File: config.mk
export PLATFORM = sky130hd
export DESIGN_NAME = irq_arbiter_flat
export DESIGN_NICKNAME = d
export VERILOG_FILES = /design/src/rtl/irq_arbiter_pkg.sv /design/src/rtl/irq_arbiter_if.sv /design/src/rtl/irq_arbiter_prio_enc.sv /design/src/rtl/irq_arbiter.sv /design/src/flat_wrapper.sv
export SDC_FILE = /design/constraint.sdc
export NUM_CORES = 1
export LEC_CHECK = 0
export ABC_AREA = 1
export CAP_MARGIN = 20
export CORE_MARGIN = 3
export CORE_UTILIZATION = 41
export DETAILED_ROUTE_END_ITERATION = 8
export GPL_ROUTABILITY_DRIVEN = 1
export PLACE_DENSITY = 0.67
export SKIP_LAST_GASP = 1
export SYNTH_ARGS = -nofsm -noshare
export SYNTH_HDL_FRONTEND = slang
export SYNTH_SLANG_ARGS = --single-unit
File: constraint.sdc
create_clock -name clk -period 2.8 [get_ports clk]
set_clock_uncertainty 0.05 [all_clocks]
set_input_delay 0.56 -clock clk [delete_from_list [all_inputs] [get_ports clk]]
set_output_delay 0.56 -clock clk [all_outputs]
set_load 0.05 [all_outputs]
File: src/rtl/irq_arbiter_pkg.sv
// ---------------------------------------------------------------------------
// irq_arbiter_pkg
// Shared definitions for the interrupt arbiter slice:
//   - N_SRC_DEFAULT : default number of interrupt sources
//   - state_t       : arbiter FSM states (IDLE / REQ / SERVICE)
//   - clog2_id()    : width of a source ID for a given source count
// ---------------------------------------------------------------------------
package irq_arbiter_pkg;

    localparam int N_SRC_DEFAULT = 8;

    typedef enum logic [1:0] {
        ST_IDLE    = 2'd0,
        ST_REQ     = 2'd1,
        ST_SERVICE = 2'd2
    } state_t;

    // Ceiling log2 for source counts 2..32; never returns less than one bit.
    function automatic int clog2_id(input int n);
        int w;
        w = 1;
        for (int i = 1; i < 6; i++) begin
            if ((1 << i) < n) w = i + 1;
        end
        return w;
    endfunction

endpackage

File: src/rtl/irq_arbiter_if.sv
// ---------------------------------------------------------------------------
// irq_arbiter_if
// Bundle between the interrupt arbiter and its CPU / interrupt-source side.
//   irq_in  [N_SRC]  raw interrupt lines (synchronous to clk)
//   irq_en  [N_SRC]  per-source enable
//   irq_ack          CPU accepts the presented request (pulse)
//   irq_eoi          CPU end-of-interrupt (pulse)
//   irq_req          request to CPU
//   irq_id  [ID_W]   presented / in-service source ID
//   pending [N_SRC]  pending register readback
// Modports: master = CPU/source side, slave = arbiter.
// ---------------------------------------------------------------------------
interface irq_arbiter_if
    import irq_arbiter_pkg::*;
#(
    parameter int N_SRC = N_SRC_DEFAULT
) ();

    localparam int ID_W = clog2_id(N_SRC);

    logic [N_SRC-1:0] irq_in;
    logic [N_SRC-1:0] irq_en;
    logic             irq_ack;
    logic             irq_eoi;
    logic             irq_req;
    logic [ID_W-1:0]  irq_id;
    logic [N_SRC-1:0] pending;

    modport master (
        output irq_in, irq_en, irq_ack, irq_eoi,
        input  irq_req, irq_id, pending
    );

    modport slave (
        input  irq_in, irq_en, irq_ack, irq_eoi,
        output irq_req, irq_id, pending
    );

endinterface

File: src/rtl/irq_arbiter_prio_enc.sv
// ---------------------------------------------------------------------------
// irq_prio_enc
// Combinational lowest-index-first priority encoder.
//   req   [N_SRC]  request vector (bit 0 = highest priority)
//   id    [ID_W]   index of the lowest set bit (0 when none set)
//   valid          at least one request bit is set
// ---------------------------------------------------------------------------
module irq_prio_enc
    import irq_arbiter_pkg::*;
#(
    parameter  int N_SRC = N_SRC_DEFAULT,
    localparam int ID_W  = clog2_id(N_SRC)
) (
    input  logic [N_SRC-1:0] req,
    output logic [ID_W-1:0]  id,
    output logic             valid
);

    // NOTE: every output of a combinational block gets a default first so no
    // path through the block leaves it unassigned, which would infer a latch.
    always_comb begin
        id    = '0;
        valid = 1'b0;
        // Scan from the top down so the lowest set index is written last.
        for (int i = N_SRC - 1; i >= 0; i--) begin
            if (req[i]) begin
                valid = 1'b1;
                id    = ID_W'(i);
            end
        end
    end

endmodule

File: src/rtl/irq_arbiter.sv
// ---------------------------------------------------------------------------
// irq_arbiter
// Interrupt arbiter: captures edge/level interrupt sources into a pending
// register, picks the lowest-index enabled pending source and presents it to
// the CPU through a REQ -> SERVICE handshake (ack, then end-of-interrupt).
//   clk   single clock, rising edge
//   rst   synchronous, active-high reset
//   bus   irq_arbiter_if.slave (irq_in/irq_en/irq_ack/irq_eoi in,
//         irq_req/irq_id/pending out, all outputs registered)
// Parameters: N_SRC (2..32), EDGE_MASK (bit=1 edge-triggered, 0 level).
// ---------------------------------------------------------------------------
module irq_arbiter
    import irq_arbiter_pkg::*;
#(
    parameter int               N_SRC     = N_SRC_DEFAULT,
    parameter logic [N_SRC-1:0] EDGE_MASK = '1
) (
    input  logic        clk,
    input  logic        rst,
    irq_arbiter_if.slave bus
);

    localparam int ID_W = clog2_id(N_SRC);

    logic [N_SRC-1:0] in_hist;    // irq_in one cycle ago
    logic             armed;      // low for the first cycle after reset
    logic [N_SRC-1:0] edge_q;     // registered rising edges of edge sources
    logic [N_SRC-1:0] pending_q;
    logic [N_SRC-1:0] set_vec;
    logic [N_SRC-1:0] clr_vec;
    logic [N_SRC-1:0] cand;

    state_t           state, state_n;
    logic [ID_W-1:0]  id_q, id_n;
    logic [ID_W-1:0]  win_id;
    logic             win_valid;
    logic             req_q;

    assign cand = pending_q & bus.irq_en;

    irq_prio_enc #(.N_SRC(N_SRC)) u_enc (
        .req   (cand),
        .id    (win_id),
        .valid (win_valid)
    );

    // Set and clear terms of the pending register; set wins on a collision.
    always_comb begin
        set_vec = edge_q | (bus.irq_in & ~EDGE_MASK);
        clr_vec = '0;
        if (state == ST_REQ && bus.irq_ack) clr_vec[id_q] = 1'b1;
    end

    // NOTE: clocked state uses non-blocking assignments so every register
    // samples the pre-edge values, independent of statement order.
    always_ff @(posedge clk) begin
        if (rst) begin
            in_hist   <= '0;
            armed     <= 1'b0;
            edge_q    <= '0;
            pending_q <= '0;
        end else begin
            in_hist   <= bus.irq_in;
            armed     <= 1'b1;
            // The history is meaningless on the first post-reset edge, so a
            // line already high through reset release is not seen as an edge.
            edge_q    <= {N_SRC{armed}} & bus.irq_in & ~in_hist & EDGE_MASK;
            pending_q <= (pending_q & ~clr_vec) | set_vec;
        end
    end

    // Next-state logic; the ID is only re-arbitrated when leaving IDLE.
    always_comb begin
        state_n = state;
        id_n    = id_q;
        case (state)
            ST_IDLE: begin
                if (win_valid) begin
                    state_n = ST_REQ;
                    id_n    = win_id;
                end
            end
            ST_REQ: begin
                // Ack has priority over a simultaneous eoi or withdraw.
                if (bus.irq_ack)     state_n = ST_SERVICE;
                else if (!cand[id_q]) state_n = ST_IDLE;
            end
            ST_SERVICE: begin
                if (bus.irq_eoi) state_n = ST_IDLE;
            end
            default: state_n = ST_IDLE;
        endcase
    end

    always_ff @(posedge clk) begin
        if (rst) begin
            state <= ST_IDLE;
            id_q  <= '0;
            req_q <= 1'b0;
        end else begin
            state <= state_n;
            id_q  <= id_n;
            req_q <= (state_n == ST_REQ);
        end
    end

    assign bus.irq_req = req_q;
    assign bus.irq_id  = id_q;
    assign bus.pending = pending_q;

endmodule

File: src/flat_wrapper.sv
// flat-port wrapper written by rule: the top's interface ports become plain ports
module irq_arbiter_flat import irq_arbiter_pkg::*;
#(
    parameter int               N_SRC     = N_SRC_DEFAULT,
    parameter logic [N_SRC-1:0] EDGE_MASK = '1
)
  (clk, rst, bus_irq_in, bus_irq_en, bus_irq_ack, bus_irq_eoi, bus_irq_req, bus_irq_id, bus_pending);
  irq_arbiter_if #(.N_SRC(N_SRC)) bus_i ();
  input  logic clk;
  input  logic rst;
  input wire logic [$bits(bus_i.irq_in)-1:0] bus_irq_in;
  input wire logic [$bits(bus_i.irq_en)-1:0] bus_irq_en;
  input wire logic [$bits(bus_i.irq_ack)-1:0] bus_irq_ack;
  input wire logic [$bits(bus_i.irq_eoi)-1:0] bus_irq_eoi;
  output wire logic [$bits(bus_i.irq_req)-1:0] bus_irq_req;
  output wire logic [$bits(bus_i.irq_id)-1:0] bus_irq_id;
  output wire logic [$bits(bus_i.pending)-1:0] bus_pending;
  assign bus_i.irq_in = bus_irq_in;
  assign bus_i.irq_en = bus_irq_en;
  assign bus_i.irq_ack = bus_irq_ack;
  assign bus_i.irq_eoi = bus_irq_eoi;
  assign bus_irq_req = bus_i.irq_req;
  assign bus_irq_id = bus_i.irq_id;
  assign bus_pending = bus_i.pending;
  irq_arbiter #(.N_SRC(N_SRC), .EDGE_MASK(EDGE_MASK)) u_core (.clk(clk), .rst(rst), .bus(bus_i));
endmodule
==> results.cfg, run 1 <==
[outcome]
status = complete, no violations

[logic_synthesis]
syn_nets = 173
ys_ff_latch = 31
ys_seq_area_share_pct = 51.8
synth-compound-area-share_pct = 12.3
synthDistinctLibCells = 22
synthXorXnorAreaFrac_pct = 0
yosysTopAreaCell = dfxtp_1
synth_area_leaders = dfxtp_1 52%, inv_1 7.5%, nand2_1 5.9%, nor2_1 5.6%, a21oi_1 5.4%
synthCells = 153
postSynthAreaPerCell_um2 = 7.83
synth_fa_ha_area_share_pct = 0
synth_top_area_share_pct = 51.8
synth_warnings = 0
muxShareOfSynthArea_pct = 0
synth_top_family_by_area = simple AND/OR/NAND/NOR gates
synth_simple_gate_area_share_pct = 24.9
synth_area_mm2 = 0.00120

[worst_setup_path]
end_kind = output pin
critPathKind = flip-flop to output pin
arrival_ns = 1.74
cp.required_ns = 2.19
path_max_fanout = 9
path_buf_inv = 1
worstPathCellList = clkdlybuf4s50_1
ff2ff_path_depth = 6
reg2reg_slack_ns = 1.53
cpMaxStageDelayCell = clkdlybuf4s50_1
crit_path_max_incr_delay_ns = 0.87
cp_top_family = buffers and inverters
path_depth = 1
start_kind = flip-flop

[placed_design]
post-place-ws_ns = 0.811
dpl.hpwl_mm = 1.93
port_buffers = 31
place.gp.congestion = 0.805

[floorplan]
initial_core_util_pct = 45.5
die_w_um = 60.1
fp.dieArea_mm2 = 0.00361
ios = 32
row_count = 18
coreArea_mm2 = 0.00264
fp.dieH_um = 60.1

[timing]
worst_slack_ns = 0.451
tns_ns = 0
hold_violations = 0
setup_violations = 0
worstMarginPinSlew_ns = 0.582
min_period_ns = 2.35
drv_slew = 0
period_share_pct = 83.9
slew_headroom_pct = 61.0
max_clock_freq_ghz = 0.426
rsz0062_at_grt = false

[layout]
diodes = 0
multiInputGateArea_um2 = 447
n_fill_cell = 259
final_core_util_pct = 61.2
nNetsFinal = 208
drive_gt1_share_pct = 9.52
ff_latch_area_um2 = 621
syn_to_final_growth_pct = 34.4

[power_and_ir_drop]
leakagePower_nw = 0.702
finalPower_mw = 1.05
vdd_drop_max_mv = 0.802
power_density_mw_per_mm2 = 651

[grt]
antenna_found_initial = 0
globalRoute.totalOverflow = 0
grt_pass1_wl_mm = 4.40
grt_pass1_vias = 1050
grt_max_degree = 18
grt_usage_pct = 16.7

[run]
drv_cap = 0

[cts]
cts_tree = done
clkTransAtPathRegs_ns = 0.10
cts-root-buf = clkbuf_4
ctsLongestPathBuffers = 2
ctsHoldBuffers = 0
cts_htree_levels = 2
cts_made_buffers = 5
post_cts_resized = 0
insertion_delay_ns = 0.33
postCtsSetupBuffers = 0
cts.sinks = 31

[routing]
drt-pass1-iter-count = 4
ant_nets = 0
drcViolationCount = 0
drt-vias-per-instance = 4.93
drt-wirelength-per-cell_um = 11.6
drt-initial-drc-count = 34
wl_mm = 2.54
via_count = 1080

[min_path]
hold_depth = 1
min_path_type = flip-flop to flip-flop
==> layer usage <==
| metal | global-route usage (%) | routed length [um] |
|---|---|---|
| met5 | 0 | 0 |
| met3 | 6.26 | 160 |
| met4 | 7.59 | 53 |
| met2 | 26.7 | 1150 |
| met1 | 19.8 | 1180 |
==> cell usage in the layout, fill, tap and decap left out <==
cell              n
clkinv_2          1
nand2_1          19
o22ai_1           2
o21ai_0           9
dfxtp_1          31
nor3_2            1
inv_1            24
bufinv_16         1
clkdlybuf4s50_1  31
nor2_1           18
nor4_1            8
nand4_1           3
inv_4             1
a31oi_1           1
a21oi_2           1
inv_2             3
nand3_1           9
clkinv_4          1
nand2_2           2
nand3b_1          1
nor3_4            1
clkbuf_4          5
a21oi_1          13
o21ai_1           2
buf_4             1
==> cell families after synthesis <==
kind of cell	Yosys count
buf+inv	32
simple gates	62
flops	31
compound gates	28
==> report_power, final <==
part           leakage, nW  internal, mW  switching, mW
combinational        0.401        0.0823          0.126
sequential           0.255         0.469         0.0256
clock               0.0452         0.188          0.158
total                0.702         0.739          0.311
==> cell type report <==
cell class | instances | area share (%)
Tap cell | 30 | 2.33
Multi-Input combinational cell | 90 | 27.7
Inverter | 28 | 6.68
Timing Repair Buffer | 32 | 19.7
Clock buffer | 5 | 2.33
Clock inverter | 3 | 2.72
Sequential cell | 31 | 38.5
==> sequential cells by signal, summed over array words and instances (netlist names) <==
name and count:
u_core.bus.pending 8, u_core.edge_q 8, u_core.in_hist 8, u_core.bus.irq_id 3, u_core.state 2, u_core.armed 1, u_core.bus.irq_req 1
==> final timing paths <==
kind | startpoint | to
setup reg to reg | u_core.bus.irq_id[0]$_SDFFE_PP0P_ | u_core.bus.irq_req$_SDFF_PP0_
setup / recovery | u_core.bus.irq_id[0]$_SDFFE_PP0P_ | bus_irq_id[0]
hold reg to reg | u_core.in_hist[1]$_SDFF_PP0_ | u_core.edge_q[1]$_SDFF_PP0_
hold / removal | u_core.in_hist[1]$_SDFF_PP0_ | u_core.edge_q[1]$_SDFF_PP0_
==> stage by stage <==
step / hold slack (ns) / instances / instance area [um^2]
2_1_floorplan: 0.323 / 153 / 1200
3_3_place_gp: 0.325 / 211 / 1530
3_5_place_dp: 0.329 / 211 / 1530
4_1_cts: 0.349 / 219 / 1610
5_1_grt: 0.362 / 219 / 1610
6_report: 0.348 / 219 / 1610
==> worst reg2reg max path, delay by kind of cell, from the launching register on <==
family	cells	cell delay (ns)
DFF	1	0.54
buffers and inverters	1	0.07
AOI/OAI and AO/OA	2	0.20
and+or+nand+nor	3	0.34
==> cells in the mapped netlist <==
library cell,instances
inv_2,3
nand4_1,3
o21ai_1,2
o22ai_1,2
nor2_1,18
o21ai_0,9
inv_4,1
nand3_1,9
a21oi_2,1
nor4_1,8
clkbuf_1,2
nand2_1,19
nand2_2,2
dfxtp_1,31
a21oi_1,13
buf_2,1
buf_6,1
nand3b_1,1
a31oi_1,1
nor3_4,1
inv_1,24
nor3_2,1
(Power assumes the default switching activity.)
==> run 2: changes to the inputs <==
--- a/config.mk
+++ b/config.mk
@@ -11,7 +11,7 @@
 export CORE_UTILIZATION = 41
 export DETAILED_ROUTE_END_ITERATION = 8
 export GPL_ROUTABILITY_DRIVEN = 1
-export PLACE_DENSITY = 0.67
+export PLACE_DENSITY = 0.7
 export SKIP_LAST_GASP = 1
 export SYNTH_ARGS = -nofsm -noshare
 export SYNTH_HDL_FRONTEND = slang
==> constraint.sdc (replaced) <==
create_clock -name clk -period 2.1 [get_ports clk]
set_clock_uncertainty 0.05 [all_clocks]
set_input_delay 0.42 -clock clk [delete_from_list [all_inputs] [get_ports clk]]
set_output_delay 0.42 -clock clk [all_outputs]
set_load 0.05 [all_outputs]
==> results.cfg, run 2 (same netlist as run 1, synthesis figures left out) <==
[timing]
slew_headroom_pct = 66.7
drv_slew = 0
setup_violations = 0
period_share_pct = 95.2
rsz0062_at_grt = false
min_period_ns = 2.00
worstMarginPinSlew_ns = 0.498
max_clock_freq_ghz = 0.500
hold_violations = 0
tns_ns = 0
whs_ns = 0.340

[routing]
wl_mm = 2.54
drcViolationCount = 0
ant_nets = 0
via_count = 1109
drt-initial-drc-count = 40
drt-vias-per-instance = 5.09
drt-wirelength-per-cell_um = 11.7
drt-pass1-iter-count = 4

[cts]
cts_made_buffers = 5
cts-root-buf = clkbuf_4
clkTransAtPathRegs_ns = 0.08
cts_tree = done
ctsLongestPathBuffers = 2
postCtsSetupBuffers = 0
cts.sinks = 31
ctsHoldBuffers = 0
insertion_delay_ns = 0.33
post_cts_resized = 0
cts_htree_levels = 2

[worst_setup_path]
cp.required_ns = 1.63
end_kind = output pin
cpMaxStageDelayCell = clkdlybuf4s50_1
crit_path_max_incr_delay_ns = 0.82
path_buf_inv = 1
worstPathCellList = clkdlybuf4s50_1
cp_top_family = buffers and inverters
start_kind = flip-flop
critPathKind = flip-flop to output pin
arrival_ns = 1.53
path_max_fanout = 3

[layout]
n_fill_cell = 256
ff_latch_area_um2 = 621
layout_common_cells = 31 x dfxtp_1, 28 x clkdlybuf4s50_1, 24 x inv_1
final_core_util_pct = 59.6
nNetsFinal = 209
drive_gt1_share_pct = 10.1
final_common_cell = dfxtp_1
diodes = 0
syn_to_final_growth_pct = 31.1
finalNonFillerCells = 218
multiInputGateArea_um2 = 447

[grt]
globalRoute.totalOverflow = 0
grt_max_degree = 16
antenna_found_initial = 0
grt_usage_pct = 16.5
grt_pass1_vias = 1035
grt_pass1_wl_mm = 4.28

[power_and_ir_drop]
power_density_mw_per_mm2 = 788
finalPower_mw = 1.24
leakagePower_nw = 0.691
vdd_drop_max_mv = 0.499

[placed_design]
place_inst = 212
place.gp.congestion = 0.852
port_buffers = 31
dpl.hpwl_mm = 1.96

[floorplan]
coreArea_mm2 = 0.00264
ios = 32
fp.dieArea_mm2 = 0.00361
row_count = 18
fp.dieH_um = 60.1
die_w_um = 60.1
initial_core_util_pct = 45.5

[outcome]
status = complete, no violations

[run]
drv_cap = 0

[min_path]
min_path_type = flip-flop to flip-flop
-- run 2: cell types whose count changed in the layout (fill, tap and decap cells not counted), sizes merged --
cell and delta:
buf +4, bufinv -1, clkbuf +1, clkdlybuf4s50 -3, clkinv -2
-- run 2: final timing paths --
path	from	end	slack (ns)	cells past startpoint
worst min register to register	u_core.in_hist[5]$_SDFF_PP0_	u_core.edge_q[5]$_SDFF_PP0_	0.34	1
worst min-delay path	u_core.in_hist[5]$_SDFF_PP0_	u_core.edge_q[5]$_SDFF_PP0_	0.34	1
worst max register to register	u_core.bus.irq_id[0]$_SDFFE_PP0P_	u_core.bus.irq_req$_SDFF_PP0_	0.81	6
worst max-delay path	u_core.bus.pending[0]$_SDFF_PP0_	bus_pending[0]	0.10	1
-- run 2: cell type report --
cell class	count	share of cell area, %
flip-flops and latches	31	39.5
multi-input cells	90	28.4
repair buffers	33	20.2
inverters	28	6.85
clock buffers	6	2.63
well taps	30	2.39
-- run 2: through the flow --
stage	instance area [um^2]	worst slack [ns]
after floorplan	1200	0.604
after detailed placement	1530	0.361
final	1570	0.101
after global routing	1570	0.0351
after CTS	1570	0.0773
after global placement	1530	0.395
-- run 2: metal layers --
| layer | wire [um] | track usage, % | part of all wire, % | up-vias |
|---|---|---|---|---|
| met5 | 0 | 0 | 0 | - |
| met4 | 60 | 9.18 | 2.4 | 0 |
| met3 | 192 | 6.48 | 7.6 | 7 |
| met2 | 1150 | 27.0 | 45 | 33 |
| met1 | 1140 | 18.0 | 45 | 501 |
| li1 | - | - | - | 568 |
-- run 2: where the power goes --
group | internal [mW] | leakage [nW] | switching (mW)
clock | 0.119 | 0.0242 | 0.181
sequential | 0.625 | 0.255 | 0.0366
combinational | 0.107 | 0.411 | 0.169
total | 0.851 | 0.691 | 0.387
